==> src/rtl/r2ola_pkg.sv <==
`default_nettype none
// ============================================================================
// Module  : r2ola_pkg
// Brief   : Shared types and full-adder helpers for the radix-2 online
//           block adder (state encoding, signed-digit block, block transfer).
// Revision: 1.0 - initial release
// ============================================================================
package r2ola_pkg;

    typedef enum logic [1:0] {
        IDLE  = 2'd0,
        HOLD  = 2'd1,
        FLUSH = 2'd2
    } state_e;

    localparam int unsigned R2OLA_DEFAULT_DIGITS = 8;

    // Borrow-save block: digit value = p - n, one bit pair per digit.
    typedef struct packed {
        logic [R2OLA_DEFAULT_DIGITS-1:0] p;
        logic [R2OLA_DEFAULT_DIGITS-1:0] n;
    } sd_block_t;

    typedef struct packed {
        logic tp;
        logic tn;
    } transfer_t;

    function automatic logic fa_sum(input logic a, input logic b, input logic c);
        return a ^ b ^ c;
    endfunction

    function automatic logic fa_carry(input logic a, input logic b, input logic c);
        return (a & b) | (a & c) | (b & c);
    endfunction

endpackage : r2ola_pkg
`default_nettype wire

==> src/rtl/r2ola_block_core.sv <==
`default_nettype none
// ============================================================================
// Module  : r2ola_block_core
// Brief   : Combinational two-level full-adder block for borrow-save addition;
//           the outgoing transfer (tp, tn) is independent of cin and tn_in.
// Revision: 1.0 - initial release
// ============================================================================
module r2ola_block_core
    import r2ola_pkg::*;
#(
    parameter int NO_OF_DIGITS = 8
) (
    input  logic [NO_OF_DIGITS-1:0] x_p,
    input  logic [NO_OF_DIGITS-1:0] x_n,
    input  logic [NO_OF_DIGITS-1:0] y_p,
    input  logic [NO_OF_DIGITS-1:0] y_n,
    input  logic                    cin,
    input  logic                    tn_in,
    output logic [NO_OF_DIGITS-1:0] doutp,
    output logic [NO_OF_DIGITS-1:0] doutn,
    output logic                    tp,
    output logic                    tn
);

    logic [NO_OF_DIGITS-1:0] w_s1;
    logic [NO_OF_DIGITS-1:0] w_c1;
    logic [NO_OF_DIGITS-1:0] w_s2;
    logic [NO_OF_DIGITS-1:0] w_c2;
    logic [NO_OF_DIGITS-1:0] w_c2_in;

    // Second-level carry-in: the first-level carry of the digit below.
    assign w_c2_in = {w_c1[NO_OF_DIGITS-2:0], cin};

    genvar gi;
    for (gi = 0; gi < NO_OF_DIGITS; gi++) begin : g_digit
        assign w_s1[gi] = fa_sum  (x_p[gi], ~x_n[gi], y_p[gi]);
        assign w_c1[gi] = fa_carry(x_p[gi], ~x_n[gi], y_p[gi]);
        assign w_s2[gi] = fa_sum  (w_s1[gi], w_c2_in[gi], ~y_n[gi]);
        assign w_c2[gi] = fa_carry(w_s1[gi], w_c2_in[gi], ~y_n[gi]);
    end

    assign doutp = w_s2;
    assign doutn = {~w_c2[NO_OF_DIGITS-2:0], tn_in};
    assign tp    = w_c1[NO_OF_DIGITS-1];
    assign tn    = ~w_c2[NO_OF_DIGITS-1];

endmodule : r2ola_block_core
`default_nettype wire

==> src/rtl/radix2_online_block_adder.sv <==
`default_nettype none
// ============================================================================
// Module  : radix2_online_block_adder
// Brief   : Block-serial online adder for radix-2 borrow-save operands, MSB
//           block first, one block of online delay, registered output stage.
//           Optional macro R2OLA_PROTOCOL_CHK_EN enables the sticky proto_err.
// Revision: 1.0 - initial release
// ============================================================================
module radix2_online_block_adder
    import r2ola_pkg::*;
#(
    parameter int NO_OF_DIGITS = 8
) (
    input  logic                    clk,
    input  logic                    rst_n,
    input  logic                    in_valid,
    output logic                    in_ready,
    input  logic                    in_first,
    input  logic                    in_last,
    input  logic [NO_OF_DIGITS-1:0] din1p,
    input  logic [NO_OF_DIGITS-1:0] din1n,
    input  logic [NO_OF_DIGITS-1:0] din2p,
    input  logic [NO_OF_DIGITS-1:0] din2n,
    output logic                    out_valid,
    input  logic                    out_ready,
    output logic                    out_first,
    output logic                    out_last,
    output logic [NO_OF_DIGITS-1:0] doutp,
    output logic [NO_OF_DIGITS-1:0] doutn,
    output logic                    ovfp,
    output logic                    ovfn,
    output logic                    proto_err
);

    state_e                  r_state;
    logic [NO_OF_DIGITS-1:0] r_h_x_p;
    logic [NO_OF_DIGITS-1:0] r_h_x_n;
    logic [NO_OF_DIGITS-1:0] r_h_y_p;
    logic [NO_OF_DIGITS-1:0] r_h_y_n;
    logic                    r_h_first;
    transfer_t               r_ovf;

    logic                    w_accept;
    logic                    w_slot_free;
    logic                    w_emit;
    logic                    w_beat_tp;
    logic                    w_beat_tn;
    transfer_t               w_beat_t;
    transfer_t               w_fin_t;
    logic [NO_OF_DIGITS-1:0] w_fin_doutp;
    logic [NO_OF_DIGITS-1:0] w_fin_doutn;
    logic                    unused_fin_tp;
    logic                    unused_fin_tn;
    logic [NO_OF_DIGITS-1:0] unused_beat_doutp;
    logic [NO_OF_DIGITS-1:0] unused_beat_doutn;

    assign w_slot_free = !out_valid | out_ready;
    assign in_ready    = (r_state != FLUSH) & w_slot_free;
    assign w_accept    = in_valid & in_ready;
    assign w_emit      = ((r_state == HOLD) & w_accept) | ((r_state == FLUSH) & w_slot_free);

    // Transfer of the incoming beat; its sum digits are never needed.
    r2ola_block_core #(
        .NO_OF_DIGITS (NO_OF_DIGITS)
    ) u_beat_core (
        .x_p   (din1p),
        .x_n   (din1n),
        .y_p   (din2p),
        .y_n   (din2n),
        .cin   (1'b0),
        .tn_in (1'b0),
        .doutp (unused_beat_doutp),
        .doutn (unused_beat_doutn),
        .tp    (w_beat_tp),
        .tn    (w_beat_tn)
    );

    assign w_beat_t.tp = w_beat_tp;
    assign w_beat_t.tn = w_beat_tn;

    // After the frame's last block nothing flows in from below.
    assign w_fin_t = (r_state == FLUSH) ? '0 : w_beat_t;

    r2ola_block_core #(
        .NO_OF_DIGITS (NO_OF_DIGITS)
    ) u_fin_core (
        .x_p   (r_h_x_p),
        .x_n   (r_h_x_n),
        .y_p   (r_h_y_p),
        .y_n   (r_h_y_n),
        .cin   (w_fin_t.tp),
        .tn_in (w_fin_t.tn),
        .doutp (w_fin_doutp),
        .doutn (w_fin_doutn),
        .tp    (unused_fin_tp),
        .tn    (unused_fin_tn)
    );

    always_ff @(posedge clk or negedge rst_n) begin
        if (!rst_n) begin
            r_state   <= IDLE;
            r_h_x_p   <= '0;
            r_h_x_n   <= '0;
            r_h_y_p   <= '0;
            r_h_y_n   <= '0;
            r_h_first <= 1'b0;
            r_ovf     <= '0;
        end else begin
            case (r_state)
                IDLE: begin
                    if (w_accept) begin
                        r_h_x_p   <= din1p;
                        r_h_x_n   <= din1n;
                        r_h_y_p   <= din2p;
                        r_h_y_n   <= din2n;
                        r_h_first <= in_first;
                        if (in_first) begin
                            r_ovf <= w_beat_t;
                        end
                        r_state <= in_last ? FLUSH : HOLD;
                    end
                end
                HOLD: begin
                    // in_first mid-frame is a continuation: ovf is kept.
                    if (w_accept) begin
                        r_h_x_p   <= din1p;
                        r_h_x_n   <= din1n;
                        r_h_y_p   <= din2p;
                        r_h_y_n   <= din2n;
                        r_h_first <= 1'b0;
                        r_state   <= in_last ? FLUSH : HOLD;
                    end
                end
                FLUSH: begin
                    if (w_slot_free) begin
                        r_state <= IDLE;
                    end
                end
                default: begin
                    r_state <= IDLE;
                end
            endcase
        end
    end

    always_ff @(posedge clk or negedge rst_n) begin
        if (!rst_n) begin
            out_valid <= 1'b0;
            out_first <= 1'b0;
            out_last  <= 1'b0;
            doutp     <= '0;
            doutn     <= '0;
            ovfp      <= 1'b0;
            ovfn      <= 1'b0;
        end else if (w_emit) begin
            out_valid <= 1'b1;
            out_first <= r_h_first;
            out_last  <= (r_state == FLUSH);
            doutp     <= w_fin_doutp;
            doutn     <= w_fin_doutn;
            ovfp      <= r_h_first & r_ovf.tp;
            ovfn      <= r_h_first & r_ovf.tn;
        end else if (out_ready) begin
            out_valid <= 1'b0;
        end
    end

`ifdef R2OLA_PROTOCOL_CHK_EN
    logic r_proto_err;

    always_ff @(posedge clk or negedge rst_n) begin
        if (!rst_n) begin
            r_proto_err <= 1'b0;
        end else if (w_accept && (((r_state == IDLE) && !in_first) ||
                                  ((r_state == HOLD) &&  in_first))) begin
            r_proto_err <= 1'b1;
        end
    end

    assign proto_err = r_proto_err;
`else
    assign proto_err = 1'b0;
`endif

endmodule : radix2_online_block_adder
`default_nettype wire

==> config.mk <==
export PLATFORM = sky130hd
export DESIGN_NAME = radix2_online_block_adder
export DESIGN_NICKNAME = d
export VERILOG_FILES = /design/src/rtl/r2ola_pkg.sv /design/src/rtl/r2ola_block_core.sv /design/src/rtl/radix2_online_block_adder.sv
export SDC_FILE = /design/constraint.sdc
export NUM_CORES = 1
export LEC_CHECK = 0
export ABC_AREA = 1
export BUFFER_PORTS_ARGS = -buffer_cell sky130_fd_sc_hd__buf_2
export CORE_MARGIN = 10
export CORE_UTILIZATION = 35
export CTS_CLUSTER_DIAMETER = 30
export CTS_CLUSTER_SIZE = 8
export DETAILED_ROUTE_END_ITERATION = 10
export GPL_TIMING_DRIVEN = 0
export SLEW_MARGIN = 15
export SYNTH_ARGS = -nofsm -noshare
export SYNTH_HDL_FRONTEND = slang
export SYNTH_SLANG_ARGS = --single-unit
==> constraint.sdc <==
create_clock -name clk -period 1.95 [get_ports clk]
set_clock_uncertainty 0.1 [all_clocks]
set_input_delay 0.4875 -clock clk [delete_from_list [all_inputs] [get_ports clk]]
set_output_delay 0.4875 -clock clk [all_outputs]
set_load 0.05 [all_outputs]
==> results of run 1 <==
[registers in the layout, summed over array words and instances (netlist names)]
register	flops
r_h_x_n	8
r_h_y_p	8
r_h_y_n	8
out_valid	1
r_h_x_p	8
doutp	8
ovfn	1
out_first	1
ovfp	1
out_last	1
r_h_first	1
r_ovf	2
doutn	8
r_state	2
[per-stage QoR]
stage	setup slack, ns	power (mW)
floorplan	0.186	4.37
global placement	-0.00745	5.17
detailed placement	-0.0134	5.29
CTS	0.0191	6.61
global route	0.00797	7.12
finish	0.107	6.53
[routing by layer]
layer  routed length [um]  part of all wire [%]
met2                 3000                    46
met3                  383                   5.8
met4                  155                   2.4
met1                 3020                    46
met5                   13                  0.20
[where the power goes]
group / total, mW / internal (mW) / leakage [nW] / switching, mW
registers: 2.04 / 1.77 / 0.721 / 0.271
logic: 3.19 / 1.01 / 1.03 / 2.19
clock network: 1.30 / 0.821 / 0.119 / 0.484
total: 6.53 / 3.59 / 1.87 / 2.94
[final cells by class]
| class | instances | area, um2 | share of cell area, % |
|---|---|---|---|
| well taps | 102 | 128 | 3.75 |
| plain buffers | 11 | 92.6 | 2.72 |
| flip-flops and latches | 58 | 1450 | 42.7 |
| repair buffers | 59 | 300 | 8.83 |
| clock inverters | 4 | 72.6 | 2.13 |
| clock buffers | 12 | 165 | 4.86 |
| multi-input cells | 177 | 996 | 29.3 |
| inverters | 52 | 195 | 5.74 |
[final timing paths]
check	from	end	slack [ns]
setup / recovery	r_state[1]	in_ready	0.11
setup reg to reg	r_h_x_p[2]	doutp[2]	0.13
max in group asynchronous	rst_n	r_h_y_n[5]	1.15
min in group clk	din1n[1]	r_h_x_n[1]	0.24
hold reg to reg	doutp[6]	doutp[6]	0.37
hold / removal	rst_n	r_h_y_p[2]	0.09
[worst max-delay path, stage by stage, from the launching register on]
cell and delay [ns]:
dfrtp_1 0.43, nand2_2 0.14, nand2_1 0.08, inv_1 0.07, buf_4 0.19
[cell usage in the layout (no fill, tap or decap)]
cell          n
nand2_1     105
buf_2        59
dfrtp_1      58
inv_1        48
o21ai_1      33
fa_1         15
clkbuf_8     12
nand3_1       9
buf_4         7
inv_2         4
buf_6         4
nor2_1        3
nand2_2       2
o21ai_0       2
bufinv_16     2
nand3_2       1
nor2_4        1
or2_2         1
nand4_1       1
xor2_1        1
a21oi_1       1
o22ai_1       1
conb_1        1
clkinvlp_4    1
clkinv_2      1
[cell families after synthesis]
family	count (synthesis)	synth area share [%]
simple gates	123	18.1
buf+inv	63	10.5
compound gates	37	6.82
flops	58	53.1
fa+ha+maj	15	11.0
xor+xnor	1	0.321
other cells	1	0.137
==> out/qor.yml, run 1 <==
dieArea_um2: 11700
final_cells: 475
chipWidth_um: 108
cts.clk_slew.worst_paths_ns: 0.06
period_share_pct: 94.5
wl_per_cell_um: 13.8
grt_busiest_layer: "met2"
synth.top_cell.area_share_pct: 53.1
drc: 0
grt_pass1_wl_mm: 10.7
gp_congestion: 0.814
tightestPinTransition_ns: 0.741
met3_usage_pct: 3.15
antenna_found_initial: 1
status: "finished clean"
async_flop_share_pct: 100
maxCapViolCount: 0
worstPathRequired_ns: 1.36
route.antenna.remaining_nets: 0
ctsLongestPathBuffers: 2
cts_tree: "built"
rows: 32
initial_core_util_pct: 35.7
rsz0062_at_grt: "false"
clockRootBuffer: "clkbuf_8"
nFillCells: 786
cts_resized: 0
slew_headroom_pct: 50.6
grt-ovfl-total: 0
fp.dieH_um: 108
fin_crit_ns: 1.84
hold_slack_ns: 0.0941
fmax_ghz: 0.543
wl_mm: 6.57
grt_max_degree: 59
synth_area_leader_cell: "dfrtp_1"
grt_usage_pct: 11.8
synth_seq_cells: 58
core_area_um2: 7650
design_area_um2: 3400
synth_area_leaders: "dfrtp_1, nand2_1, fa_1"
final-setup-viol-count: 0
power_leakage_nw: 1.87
insertion_delay_ns: 0.35
synth.distinct_cells: 21
synthTopCellsByCount: "nand2_1, dfrtp_1, inv_1, o21ai_1, fa_1"
drt-pass1-iter-count: 4
io_pins: 61
cts.sinks: 58
max-vdd-ir-drop_mv: 0.477
postCtsHoldBufs: 0
power_density_nw_per_um2: 1920
final_util_pct: 44.5
cp_max_fo: 4
drive_gt1_share_pct: 25.5
synthCells: 298
hold_class: "input port to async pin"
synth_area_um2: 2730
cts_htree_levels: 3
use_met1_pct: 14.5
dpl.cell_count: 459
port_buffers: 59
synth-edff-count: 0
worst_setup_path_end_kind: "output port"
drtIter0Drc: 138
vias_per_cell: 4.31
finalHoldViolCount: 0
dp_hpwl_mm: 4.90
numCtsBuffers: 9
n_antenna_cell: 0
area_delta_synth_final_pct: 24.5
placement.cell_area_um2: 3160
worstRegToRegCells: 6
worstSetupStartpointType: "register"
seq_area_frac_synth_pct: 53.1
yosysMostFrequentCell: "nand2_1"
postCtsSetupRepairBufs: 0
final.setup.tns_ns: 0
yosys_most_used_dff: "dfrtp_1"
worstPathArrival_ns: 1.26
slew_violations: 0
via_count: 2048
fin_nets: 421
first_global_vias: 2217
worst-setup-path-type: "register to output port"
ys_warn_count: 0
syn_nets: 351
synth.avg_cell_area_um2: 9.17
use_met2_pct: 18.2
No activity file was read; power rests on OpenSTA's default activity.
==> inputs of run 2 (changes only) <==
==> constraint.sdc (replaced) <==
create_clock -name clk -period 1.95 [get_ports clk]
set_clock_uncertainty 0.1 [all_clocks]
set_input_delay 0.2925 -clock clk [delete_from_list [all_inputs] [get_ports clk]]
set_output_delay 0.2925 -clock clk [all_outputs]
set_load 0.05 [all_outputs]
==> run 2 against run 1 <==
Global-route usage unchanged. Largest cell class unchanged. Non-clock buffer count increased by 1. Worst hold slack got worse by 0.049 ns. Maximum frequency increased by 1.3%.
==> out/qor.yml, run 2 (synthesis results as in run 1) <==
dieArea_um2: 11700
chipWidth_um: 108
power_leakage_nw: 1.87
cts_resized: 0
vias_per_cell: 4.29
worst_setup_path_end_kind: "register"
fin_crit_ns: 1.82
worstSetupStartpointType: "register"
grt_usage_pct: 11.8
power_density_nw_per_um2: 1920
critical_path.startpoint: "r_h_x_p[1]"
final.setup.tns_ns: 0
drt-pass1-iter-count: 4
routed.top_layer: "met5"
via_count: 2041
tightestPinTransition_ns: 0.735
slew_headroom_pct: 51.0
n_antenna_cell: 0
fmax_ghz: 0.550
antenna_found_initial: 1
hold_class: "input port to register"
most-common-layout-cells: "nand2_1, buf_2, dfrtp_1"
worst-setup-path-type: "register to register"
drt-met1-wl_mm: 3.02
postCtsHoldBufs: 1
multiInputGateArea_um2: 993
insertion_delay_ns: 0.35
grt_max_degree: 59
grt_pass1_wl_mm: 10.7
r2r_slack_ns: 0.13
met2WireLength_mm: 2.99
wl_met3_um: 373
final_cells: 476
reg2reg_to: "doutp[1]"
drtIter0Drc: 113
fin_nets: 422
r2r_start: "r_h_x_p[1]"
first_global_vias: 2219
rows: 32
drive_gt1_share_pct: 25.1
grt-ovfl-total: 0
clockRootBuffer: "clkbuf_8"
finalHoldViolCount: 0
maxCapViolCount: 0
dp_hpwl_mm: 4.90
gp_congestion: 0.814
cp_max_fo: 2
route.antenna.remaining_nets: 0
dpl.cell_count: 459
cts.clk_slew.worst_paths_ns: 0.06
worstPathArrival_ns: 1.96
wl_per_cell_um: 13.8
period_share_pct: 93.3
worstRegToRegCells: 6
worstPathRequired_ns: 2.09
status: "finished clean"
cts_tree: "built"
initial_core_util_pct: 35.7
port_buffers: 59
cts_htree_levels: 3
rsz0062_at_grt: "false"
area_delta_synth_final_pct: 24.6
ctsLongestPathBuffers: 2
seq_area_um2: 1450
max-vdd-ir-drop_mv: 0.477
postCtsSetupRepairBufs: 0
io_pins: 61
drc: 0
cts.sinks: 58
slew_violations: 0
nFillCells: 787
final_common_cell: "nand2_1"
numCtsBuffers: 9
core_area_um2: 7650
fp.dieH_um: 108
wl_mm: 6.55
cp-endpoint: "doutp[1]"
final-setup-viol-count: 0
-- run 2: changes by cell type in the layout (fill, tap and decap cells not counted) --
cell	previous run	this run
nand2_2	2	1
dlygate4sd3_1	0	1
buf_2	59	60
buf_4	7	6
nand2_1	105	106
-- run 2: metrics by stage --
stage	hold WS [ns]	total power [mW]	instance area [um2]	setup WS, ns	utilization (%)
floorplan	-0.103	4.37	2730	0.263	-
global placement	0.351	5.17	3160	0.169	41.3
detailed placement	0.305	5.29	3160	0.114	41.3
CTS	0.0356	6.61	3410	0.116	44.5
global route	0.0573	7.11	3410	0.0668	44.5
finish	0.0455	6.53	3410	0.131	44.5
-- run 2: metal layers --
| metal | global-route usage, % | vias to the layer above |
|---|---|---|
| met5 | 0 | - |
| met4 | 7.06 | 2 |
| met3 | 3.15 | 17 |
| met2 | 18.2 | 43 |
| met1 | 14.5 | 945 |
| li1 | - | 1034 |
-- run 2: worst min-delay path by stage --
stage,start,end,slack [ns],cells past startpoint
5_1_grt,din1n[1],r_h_x_n[1],0.06,3
6_report,din1n[1],r_h_x_n[1],0.05,3
3_5_place_dp,rst_n,r_h_y_p[2],0.30,1
2_1_floorplan,rst_n,doutn[0],-0.10,0
4_1_cts,din1n[1],r_h_x_n[1],0.04,3
3_3_place_gp,doutp[0],doutp[0],0.35,2
-- run 2: layout make-up --
type	count	share of cell area (%)
clock buffer	12	4.85
clock inverter	4	2.13
buffer	11	2.72
inverter	52	5.73
tap	102	3.75
sequential	58	42.6
multi-input combinational	177	29.2
timing repair buffer	60	9.04
-- run 2: power breakdown --
| part | internal, mW | switching [mW] |
|---|---|---|
| Sequential | 1.76 | 0.269 |
| Clock | 0.821 | 0.484 |
| Combinational | 1.00 | 2.19 |
| Total | 3.59 | 2.94 |
-- run 2: worst max-delay path: stages, from the launching register on --
cell	delay, ns
dfrtp_1	0.33
inv_1	0.06
fa_1	0.58
inv_1	0.07
fa_1	0.45
nand2_1	0.08
nand2_1	0.05
==> inputs of run 3 (changes only) <==
--- a/config.mk
+++ b/config.mk
@@ -16,4 +16,5 @@
 export SLEW_MARGIN = 15
 export SYNTH_ARGS = -nofsm -noshare
 export SYNTH_HDL_FRONTEND = slang
+export SYNTH_HIERARCHICAL = 1
 export SYNTH_SLANG_ARGS = --single-unit
==> run 3 against run 2 <==
Worst hold slack improved by 0.020 ns. Cell count increased by 8.6%. Synthesized cell count increased by 13%. Via count increased by 9.7%. Utilization decreased by 1.2 points. Setup slack improved by 0.0052 ns. Combinational power increased by 4%. Global-route usage decreased by 0.47 points. Sequential power increased by 3%. Power decreased by 2.7%. Clock power decreased by 28%. Wire length increased by 2.0%. Highest routed layer is now met4.
==> out/qor.yml, run 3 <==
insertion_delay_ns: 0.33
synth.avg_cell_area_um2: 8.80
critPathSlowestCell: "fa_1"
dp_hpwl_mm: 5.24
finalHoldViolCount: 0
final-setup-viol-count: 0
area_delta_synth_final_pct: 20.4
numCtsBuffers: 9
dpl.cell_count: 500
rows: 33
power_leakage_nw: 2.07
antenna_found_initial: 0
synthCells: 336
total_power_mw: 6.35
worst-path-stages: 6
period_share_pct: 93.0
port_buffers: 59
final_common_cell: "nand2_1"
seq_area_um2: 1450
drt-pass1-iter-count: 4
core_area_um2: 8220
wl_per_cell_um: 12.9
gp_congestion: 0.772
initial_core_util_pct: 36.0
r2r_slack_ns: 0.14
wl_mm: 6.68
final_util_pct: 43.3
clockRootBuffer: "clkbuf_8"
nFillCells: 864
fin_crit_ns: 1.81
critical_path.startpoint: "r_h_x_p[6]"
vias_per_cell: 4.33
grt-ovfl-total: 0
slew_headroom_pct: 51.0
drive_gt1_share_pct: 22.3
max-vdd-ir-drop_mv: 0.547
worstHoldPathCells: 2
reg2reg_to: "doutp[6]"
worst_setup_path_end_kind: "register"
grt_pass1_wl_mm: 11.5
cts.sinks: 58
final_cells: 517
syn_nets: 393
slew_violations: 0
tightestPinTransition_ns: 0.735
cts_tree: "built"
cp_max_fo: 2
worstPathRequired_ns: 2.08
worstRegToRegCells: 6
critPathBufInv: 2
route.antenna.remaining_nets: 0
fmax_ghz: 0.551
drc: 0
fp.dieH_um: 112
worst-setup-path-type: "register to register"
most-common-layout-cells: "nand2_1, buf_2, dfrtp_1"
ys_warn_count: 6
n_antenna_cell: 0
cp_top_family: "adder cells"
worstPathArrival_ns: 1.94
grt_usage_pct: 11.3
dieArea_um2: 12500
ctsLongestPathBuffers: 2
r2r_start: "r_h_x_p[6]"
status: "finished clean"
via_count: 2239
io_pins: 61
synth_area_um2: 2960
drtIter0Drc: 78
worstSetupStartpointType: "register"
hp-start: "in_last"
rsz0062_at_grt: "false"
grt_max_degree: 59
first_global_vias: 2330
fin_nets: 464
power_density_nw_per_um2: 1780
multiInputGateArea_um2: 1180
hold_class: "input port to register"
chipWidth_um: 112
cts_htree_levels: 3
slowest_delay_ns: 0.57
maxCapViolCount: 0
cts.clk_slew.worst_paths_ns: 0.07
crit_chain: "inv_1, fa_1, inv_1, fa_1, nand2_1, nand2_1"
cp-endpoint: "doutp[6]"
[run 3: cell count changes in the layout (fill, tap and decap cells not counted), sizes merged, moves of 2 or more]
cell and change:
clkbuf +4, nand4 +2, nand2 +11, fa +4
clkinv +2, nand3 +44, buf +2, inv +7
bufinv -2, o21ai -32
[run 3: worst min path at each step]
stage,slack [ns],endpoint
final,0.07,r_state[0]
after detailed placement,0.31,r_h_x_p[5]
after CTS,0.05,r_state[0]
after global placement,0.36,r_h_y_n[1]
after global routing,0.07,r_state[0]
after floorplan,-0.10,doutn[0]
[run 3: timing repair]
| item | CTS | global route |
|---|---|---|
| gates resized for setup | 0 | 0 |
| hold endpoints to repair | 58 | 0 |
| hold buffers | 1 | 0 |
| setup buffers | 0 | 0 |
[run 3: metrics by stage]
| stage | setup TNS, ns | setup slack [ns] | area, um2 | hold WS [ns] |
|---|---|---|---|---|
| 6_report | 0 | 0.136 | 3560 | 0.0658 |
| 5_1_grt | 0 | 0.0458 | 3560 | 0.0662 |
| 2_1_floorplan | 0 | 0.231 | 2960 | -0.103 |
| 3_5_place_dp | 0 | 0.0138 | 3380 | 0.310 |
| 3_3_place_gp | -0.0420 | -0.0420 | 3380 | 0.355 |
| 4_1_cts | 0 | 0.129 | 3560 | 0.0472 |
[run 3: area by class of cell]
| class | count | share of cell area (%) |
|---|---|---|
| buffer | 16 | 2.99 |
| clock buffer | 13 | 4.18 |
| clock inverter | 3 | 0.422 |
| inverter | 59 | 6.22 |
| multi-input combinational | 203 | 33.1 |
| sequential | 58 | 40.8 |
| tap | 105 | 3.69 |
| timing repair buffer | 60 | 8.65 |
[run 3: report_power, final]
part | internal [mW] | switching (mW) | total [mW]
Clock | 0.490 | 0.451 | 0.941
Combinational | 1.09 | 2.23 | 3.32
Sequential | 1.77 | 0.324 | 2.09
[run 3: layer usage]
layer | share of wire [%] | track usage (%) | vias to the layer above | wire length, um
li1 | - | - | 1146 | -
met1 | 49 | 14.8 | 1028 | 3270
met2 | 44 | 16.3 | 57 | 2930
met3 | 5.4 | 4.03 | 8 | 363
met4 | 1.8 | 5.23 | 0 | 119
met5 | 0 | 0 | - | 0
